<file path="src/rtl/qpsk_pkg.sv">
// Shared definitions for the QPSK transmit/receive frame format.
// csum8 must stay identical to the receiver's checksum so frames validate end to end.
package qpsk_pkg;

   localparam int unsigned FRAME_W       = 56;
   localparam int unsigned PAY_W         = 40;
   localparam int unsigned SYM_PER_FRAME = 28;
   localparam logic [7:0]  HEADER_DEF    = 8'hcc;

   typedef enum logic [1:0] {
      ST_IDLE,
      ST_ARMED,
      ST_SEND
   } tx_state_e;

   // Sum of the payload bytes, carries dropped.
   function automatic logic [7:0] csum8(input logic [PAY_W-1:0] payload);
      logic [7:0] s;
      s = '0;
      for (int unsigned i = 0; i < PAY_W / 8; i++) begin
         s = s + payload[i*8 +: 8];
      end
      return s;
   endfunction

endpackage

</file>
<file path="src/rtl/qpsk_sym_timer.sv">
// Free-running symbol-period counter; bnd_o marks the last clock of every symbol period.
module qpsk_sym_timer #(
   parameter int unsigned SAMPLE = 100
) (
   input  logic clk_i,
   input  logic rst_ni,
   output logic bnd_o
);

   localparam int unsigned CNT_W = (SAMPLE > 1) ? $clog2(SAMPLE) : 1;

   logic [CNT_W-1:0] cnt_q, cnt_d;

   assign bnd_o = (cnt_q == CNT_W'(SAMPLE - 1));

   always_comb begin
      cnt_d = bnd_o ? '0 : cnt_q + 1'b1;
   end

   always_ff @(posedge clk_i or negedge rst_ni) begin
      if (!rst_ni) begin
         cnt_q <= '0;
      end else begin
         cnt_q <= cnt_d;
      end
   end

endmodule

</file>
<file path="src/rtl/qpsk_frame_tx.sv">
// QPSK transmit framer: captures a payload, appends header/checksum and shifts the
// frame out as I/Q bit pairs, one pair per symbol period aligned to the symbol timer.
module qpsk_frame_tx
   import qpsk_pkg::*;
#(
   parameter logic [7:0]  HEADER = HEADER_DEF,
   parameter int unsigned SAMPLE = 100
) (
   input  logic              clk,
   input  logic              rst_n,
   input  logic [PAY_W-1:0]  data_in,
   input  logic              data_valid,
   output logic              data_ready,
   output logic              sym_i,
   output logic              sym_q,
   output logic              sym_stb,
   output logic              tx_busy,
   output logic              frame_done
);

   tx_state_e          state_q, state_d;
   logic [FRAME_W-1:0] sr_q, sr_d;
   logic [4:0]         left_q, left_d;
   logic [1:0]         pair_q, pair_d;
   logic               stb_q, stb_d;
   logic               done_q, done_d;
   logic               bnd;

   qpsk_sym_timer #(
      .SAMPLE(SAMPLE)
   ) u_timer (
      .clk_i (clk),
      .rst_ni(rst_n),
      .bnd_o (bnd)
   );

   assign data_ready = (state_q == ST_IDLE);
   assign tx_busy    = (state_q != ST_IDLE);
   assign sym_i      = pair_q[1];
   assign sym_q      = pair_q[0];
   assign sym_stb    = stb_q;
   assign frame_done = done_q;

   always_comb begin
      state_d = state_q;
      sr_d    = sr_q;
      left_d  = left_q;
      pair_d  = pair_q;
      stb_d   = 1'b0;
      done_d  = 1'b0;
      case (state_q)
         ST_IDLE: begin
            pair_d = '0;
            if (data_valid) begin
               sr_d    = {HEADER, data_in, csum8(data_in)};
               left_d  = 5'(SYM_PER_FRAME - 1);
               state_d = ST_ARMED;
            end
         end
         // Waits for the next boundary even if accepted on one, keeping symbols aligned.
         ST_ARMED: begin
            if (bnd) begin
               pair_d  = sr_q[FRAME_W-1 -: 2];
               sr_d    = {sr_q[FRAME_W-3:0], 2'b00};
               stb_d   = 1'b1;
               state_d = ST_SEND;
            end
         end
         ST_SEND: begin
            if (bnd) begin
               if (left_q == '0) begin
                  pair_d  = '0;
                  done_d  = 1'b1;
                  state_d = ST_IDLE;
               end else begin
                  pair_d = sr_q[FRAME_W-1 -: 2];
                  sr_d   = {sr_q[FRAME_W-3:0], 2'b00};
                  left_d = left_q - 1'b1;
                  stb_d  = 1'b1;
               end
            end
         end
         default: begin
            state_d = ST_IDLE;
         end
      endcase
   end

   always_ff @(posedge clk or negedge rst_n) begin
      if (!rst_n) begin
         state_q <= ST_IDLE;
         sr_q    <= '0;
         left_q  <= '0;
         pair_q  <= '0;
         stb_q   <= 1'b0;
         done_q  <= 1'b0;
      end else begin
         state_q <= state_d;
         sr_q    <= sr_d;
         left_q  <= left_d;
         pair_q  <= pair_d;
         stb_q   <= stb_d;
         done_q  <= done_d;
      end
   end

endmodule

</file>
<file path="config.mk">
export PLATFORM = sky130hd
export DESIGN_NAME = qpsk_frame_tx
export DESIGN_NICKNAME = d
export VERILOG_FILES = /design/src/rtl/qpsk_pkg.sv /design/src/rtl/qpsk_sym_timer.sv /design/src/rtl/qpsk_frame_tx.sv
export SDC_FILE = /design/constraint.sdc
export NUM_CORES = 1
export LEC_CHECK = 0
export ABC_CLOCK_PERIOD_IN_PS = 4050
export CORE_MARGIN = 1.5
export CORE_UTILIZATION = 45
export DETAILED_ROUTE_END_ITERATION = 6
export GPL_ROUTABILITY_DRIVEN = 1
export PLACE_DENSITY = 0.66
export SETUP_SLACK_MARGIN = 0.5
export SLEW_MARGIN = 15
export SYNTH_ARGS = -nofsm -noshare
export SYNTH_HDL_FRONTEND = slang
export SYNTH_SLANG_ARGS = --single-unit
</file>
<file path="constraint.sdc">
create_clock -name clk -period 4.05 [get_ports clk]
set_input_delay 0.81 -clock clk [delete_from_list [all_inputs] [get_ports clk]]
set_output_delay 0.81 -clock clk [all_outputs]
set_load 0.005 [all_outputs]
</file>
==> results of run 1 <==
==> registers in the layout (all words and copies together), names as in the netlist <==
register / count
sr_q: 56
u_timer.cnt_q: 7
left_q: 5
pair_q: 2
state_q: 2
frame_done: 1
sym_stb: 1
==> worst max-delay path: stages <==
cell     delay (ps)
buf_2           110
inv_2            40
fa_1            520
fa_1            450
fa_1            540
inv_2            50
ha_4            160
fa_2            420
a21oi_4         180
o21ai_2          90
o31a_1          290
o21ai_1         110
==> metal layers <==
metal | up-vias | wire (um)
li1 | 1532 | -
met1 | 1471 | 4140
met3 | 8 | 277
met5 | - | 0
met2 | 48 | 4370
met4 | 0 | 71
==> through the flow <==
stage	setup TNS [ps]	total power [mW]
final	0	3.83
after CTS	0	3.80
after floorplan	0	2.70
after detailed placement	-939	3.13
after global routing	0	4.16
after global placement	-756	3.06
==> logic make-up after synthesis <==
| kind of cell | Yosys count |
|---|---|
| simple gates | 107 |
| compound gates | 86 |
| buf+inv | 85 |
| flops | 74 |
| mux | 45 |
| fa+ha+maj | 33 |
| xor+xnor | 13 |
==> synthesized netlist by cell type, drive strengths merged (8+ instances only) <==
| library cell | instances |
|---|---|
| a21oi | 8 |
| buf | 9 |
| clkbuf | 11 |
| dfrtp | 74 |
| fa | 20 |
| ha | 13 |
| inv | 65 |
| mux2i | 43 |
| nand2 | 65 |
| nor2 | 14 |
| o21ai | 62 |
| xnor2 | 13 |
==> placed cells by master, fill, tap and decap left out, types with 9 or more instances in the layout <==
cell type	count
dfrtp_1	74
nand2_1	65
o21ai_0	53
inv_1	51
mux2i_1	43
clkdlybuf4s50_1	26
fa_1	18
inv_2	14
nor2_1	13
xnor2_1	12
clkbuf_8	10
buf_4	10
clkbuf_2	9
==> power groups by stage <==
stage	logic [mW]	clock network (mW)	registers [mW]
finish	2.07	0.596	1.16
global route	2.32	0.642	1.20
CTS	2.02	0.610	1.17
detailed placement	1.95	0	1.18
global placement	1.89	0	1.17
floorplan	1.57	0	1.14
==> how the worst max path moves through the flow <==
stage / from / end / slack [ps]
5_1_grt: data_in[1] / sr_q[7] / 480
4_1_cts: data_in[3] / sr_q[6] / 490
3_3_place_gp: data_in[5] / sr_q[6] / -230
2_1_floorplan: data_in[2] / sr_q[6] / 400
3_5_place_dp: data_in[5] / sr_q[6] / -270
6_report: data_in[1] / sr_q[5] / 560
==> what timing repair did <==
| action | CTS | global route |
|---|---|---|
| hold buffers | 0 | 0 |
| setup endpoints to repair | 6 | 4 |
| pin swaps | 18 | 20 |
| endpoints found under the hold margin | 0 | 0 |
| gates resized for setup | 51 | 34 |
==> area by class of cell <==
type                            instances  area share [%]
Inverter                               65            4.69
Sequential cell                        74            35.6
Tap cell                              129            3.10
Multi-Input combinational cell        284            43.2
Timing Repair Buffer                   58            9.54
Clock buffer                           10            2.64
Clock inverter                          6            1.27
==> impl_metrics.yaml, run 1 <==
timing:
  fin_crit_ps: 3490
  finClkSkew_ps: 11.2
  grt_setup_unrepaired: "no"
  whs_ps: 466
  hold_violations: 0
  slew_headroom_pct: 35.0
  worst_pin_slew_ps: 975
  setup_viol: 0
  max_freq_mhz: 286
  period_share_pct: 86.2
  fin_ws_ps: 558
  drv_slew: 0
clock_tree:
  cts_tree: "done"
  tritoncts.num_buffers: 9
  htree_num_levels: 3
  post_cts.repair.setup_buffers: 0
  cts_sinks: 74
  cts.path.max_buffers: 2
  insertion_delay_ps: 350
  cts-root-buf: "clkbuf_8"
  cts.clk_slew.worst_paths_ps: 80
outcome:
  status: "completed"
global_routing:
  grt_use_met2_pct: 31.0
  grt_overflow: 0
  grt_pass1_vias: 3059
  antenna_found_initial: 0
  grt_max_degree: 113
  grt_busiest_layer: "met2"
  met1_usage_pct: 25.2
  grt.total_usage_pct: 18.8
  grt_pass1_wl_mm: 14.8
  grt.met3_usage_pct: 3.81
finish:
  nets: 568
  drive_gt1_share_pct: 16.3
  fill_cells: 827
  multi_input_area_sq_um: 2250
  fin_cells: 626
  design_area_sq_um: 5210
  n_antenna_cell: 0
  regArea_sq_um: 1850
  final_util_pct: 56.4
  area.growth.synth_to_final_pct: 20.8
yosys:
  yosysSeqAreaShare_pct: 43.0
  synth_cell_types: 42
  ys_ff_latch: 74
  synth_edf_count: 0
  synth_area_sq_um: 4310
  synth_compound_area_share_pct: 11.3
  synthSimpleGateAreaFrac_pct: 11.5
  synth.yosys.warnings: 0
  synth_top_area_cell: "dfrtp_1"
  avgSynthCellArea_sq_um: 9.73
  synthTopCellsByArea: "dfrtp_1 (43%), mux2i_1 (10%), fa_1 (9.3%)"
  synth-async-reset-ratio_pct: 100
  synthMuxAreaShare_pct: 10.5
  synthAdderAreaFrac_pct: 13.1
  synthesis.nets: 519
  synth_top_area_share_pct: 43.0
  synth_ff_type: "dfrtp_1"
  syn-instance-count: 443
  synth_top_family_by_area: "adder cells"
  synth_xor_area_share_pct: 2.64
power_and_ir_drop:
  power_frac_comb_pct: 54.0
  powerDensity_nw_per_um2: 735
  leakage_nw: 2.47
  vdd_drop_max_mv: 0.601
  clkPwrFrac_pct: 15.6
  switching_share_pct: 41.1
  p_sw_mw: 1.57
  seqPwrFrac_pct: 30.4
  internal_power_mw: 2.26
worst_hold_path:
  hold_path_startpoint: "u_timer.cnt_q[0]"
  holdCritPathClass: "flip-flop to flip-flop"
  hold_end: "u_timer.cnt_q[0]"
  hold_depth: 1
routing:
  vias: 3059
  drt_iter0_markers: 175
  first_pass_iters: 4
  drc: 0
  vias_per_cell: 4.89
  wire_per_inst_um: 14.1
  wl_mm: 8.86
  postRouteAntennaNets: 0
floorplan:
  die-height_um: 101
  die_w_um: 101
  io_pins: 49
  initial_utilization_pct: 46.6
  coreArea_sq_um: 9240
  fp-row-count: 35
  dieArea_sq_um: 10200
critical_path:
  crit_type: "input port to flip-flop"
  cp-start-kind: "input port"
  reg2regPathDepth: 7
  timing.rr.end: "sr_q[7]"
  reg2reg_from: "left_q[1]"
  worstSetupEndpointType: "flip-flop"
  rrSetupSlack_ps: 1340
  cp.arrival_ps: 3760
  path_max_fanout: 2
  worstPathRequired_ps: 4320
place:
  hpwl_mm: 6.29
  place_area_sq_um: 4960
  dp_cells: 610
  place.gp.congestion: 0.788
  port_buffers: 48
  dpl_worst_slack_ps: -273
flow_run:
  cap_viol_max_count: 0
Note: power is estimated with default switching activity, not from simulation.
==> run 2, diff against run 1 <==
--- a/config.mk
+++ b/config.mk
@@ -6,10 +6,12 @@
 export NUM_CORES = 1
 export LEC_CHECK = 0
 export ABC_CLOCK_PERIOD_IN_PS = 4050
-export CORE_MARGIN = 1.5
+export CORE_MARGIN = 5
 export CORE_UTILIZATION = 45
+export CTS_CLUSTER_SIZE = 40
 export DETAILED_ROUTE_END_ITERATION = 6
 export GPL_ROUTABILITY_DRIVEN = 1
+export MAX_ROUTING_LAYER = met4
 export PLACE_DENSITY = 0.66
 export SETUP_SLACK_MARGIN = 0.5
 export SLEW_MARGIN = 15
==> impl_metrics.yaml, run 2 (synthesized netlist as in run 1, its figures left out) <==
flow_run:
  cap_viol_max_count: 0
routing:
  postRouteAntennaNets: 0
  vias: 3020
  drc: 0
  drt_iter0_markers: 130
  vias_per_cell: 4.82
  wire_per_inst_um: 14.0
  wl_mm: 8.77
  first_pass_iters: 5
floorplan:
  die-height_um: 108
  initial_utilization_pct: 46.4
  io_pins: 49
  fp-row-count: 35
  dieArea_sq_um: 11600
  coreArea_sq_um: 9280
  die_w_um: 108
timing:
  max_freq_mhz: 287
  grt_setup_unrepaired: "no"
  finClkSkew_ps: 9.91
  hold_violations: 0
  worst_pin_slew_ps: 1000
  setup_viol: 0
  slew_headroom_pct: 33.1
  drv_slew: 0
  fin_crit_ps: 3480
  period_share_pct: 85.9
  setup_tns_ps: 0
  fin_ws_ps: 570
critical_path:
  worstSetupEndpointType: "flip-flop"
  reg2regPathDepth: 5
  crit_type: "input port to flip-flop"
  path_max_fanout: 2
  cp-start-kind: "input port"
  rrSetupSlack_ps: 1420
  cp.arrival_ps: 3680
  worstPathRequired_ps: 4250
finish:
  drive_gt1_share_pct: 15.9
  regArea_sq_um: 1850
  final_common_cell: "dfrtp_1"
  reg.largest.list: "sr_q: 56 flops, u_timer.cnt_q: 7 flops, left_q: 5 flops"
  fill_cells: 863
  layout_common_cells: "dfrtp_1 (74), nand2_1 (65), o21ai_0 (52)"
  n_antenna_cell: 0
  largest_reg_flops: 56
  area.growth.synth_to_final_pct: 20.0
  nets: 569
  multi_input_area_sq_um: 2240
  regMostFlops: "sr_q"
power_and_ir_drop:
  powerDensity_nw_per_um2: 716
  vdd_drop_max_mv: 0.611
  leakage_nw: 2.46
clock_tree:
  cts_tree: "done"
  htree_num_levels: 3
  tritoncts.num_buffers: 9
  cts-root-buf: "clkbuf_8"
  cts.clk_slew.worst_paths_ps: 80
  insertion_delay_ps: 350
  cts.path.max_buffers: 2
  cts_hold_buf: 0
  cts_sinks: 74
global_routing:
  antenna_found_initial: 0
  grt_pass1_wl_mm: 15.2
  grt_overflow: 0
  grt_pass1_vias: 3147
  grt.total_usage_pct: 16.9
  grt_max_degree: 113
place:
  dpl_worst_slack_ps: -268
  hpwl_mm: 6.37
  port_buffers: 48
  place.gp.congestion: 0.841
outcome:
  status: "completed"
worst_hold_path:
  holdCritPathClass: "flip-flop to flip-flop"
  hold_depth: 1
-- run 2: power by group --
| group | switching (mW) | internal, mW | total [mW] | leakage [nW] |
|---|---|---|---|---|
| logic | 1.12 | 0.900 | 2.02 | 1.46 |
| registers | 0.140 | 1.03 | 1.17 | 0.921 |
| clock network | 0.289 | 0.220 | 0.509 | 0.0852 |
| total | 1.55 | 2.15 | 3.70 | 2.46 |
-- run 2: final timing paths --
kind                                  start          endpoint
max                              data_in[9]           sr_q[5]
min                        u_timer.cnt_q[0]  u_timer.cnt_q[0]
max reg2reg                u_timer.cnt_q[0]           sr_q[6]
min reg2reg                u_timer.cnt_q[0]  u_timer.cnt_q[0]
max in group asynchronous             rst_n          sr_q[15]
min in group asynchronous             rst_n          sr_q[53]
-- run 2: routing by layer --
| metal | global-route usage (%) | vias up | routed length (um) |
|---|---|---|---|
| met5 | - | - | 0 |
| met4 | 4.33 | 0 | 100 |
| met3 | 2.94 | 11 | 227 |
| met2 | 26.5 | 49 | 4270 |
| met1 | 23.1 | 1416 | 4170 |
| li1 | - | 1544 | - |
-- run 2: repair_timing --
item / 4_1_cts / 5_1_grt
resized for setup: 60 / 19
setup endpoints to repair: 6 / 5
buffers inserted: 1 / 0
pin swaps: 19 / 16
-- run 2: area by class of cell --
class | count | area share [%]
inverter | 65 | 4.72
clock buffer | 9 | 2.40
timing repair buffer | 59 | 9.73
multi-input combinational | 284 | 43.4
tap | 129 | 3.12
clock inverter | 7 | 0.847
sequential | 74 | 35.8
-- run 2: stage by stage --
step           utilization, %  instance area, sq um  hold slack [ps]  std cells  power [mW]
2_1_floorplan               -                  4330              433        443        2.70
3_3_place_gp             53.3                  4950              448        610        3.03
3_5_place_dp             53.3                  4950              454        610        3.10
4_1_cts                  55.5                  5150              468        627        3.69
5_1_grt                  55.7                  5170              486        627        4.06
6_report                 55.7                  5170              469        627        3.70
-- run 2: worst max-delay path, cell delays in order --
cell             delay, ps
clkdlybuf4s15_2        190
inv_2                   40
fa_1                   490
fa_1                   430
fa_1                   490
inv_1                   60
ha_4                   160
fa_2                   410
a21oi_4                170
nor2_1                  50
nor3_1                 160
o31a_1                 160
o21ai_1                 70
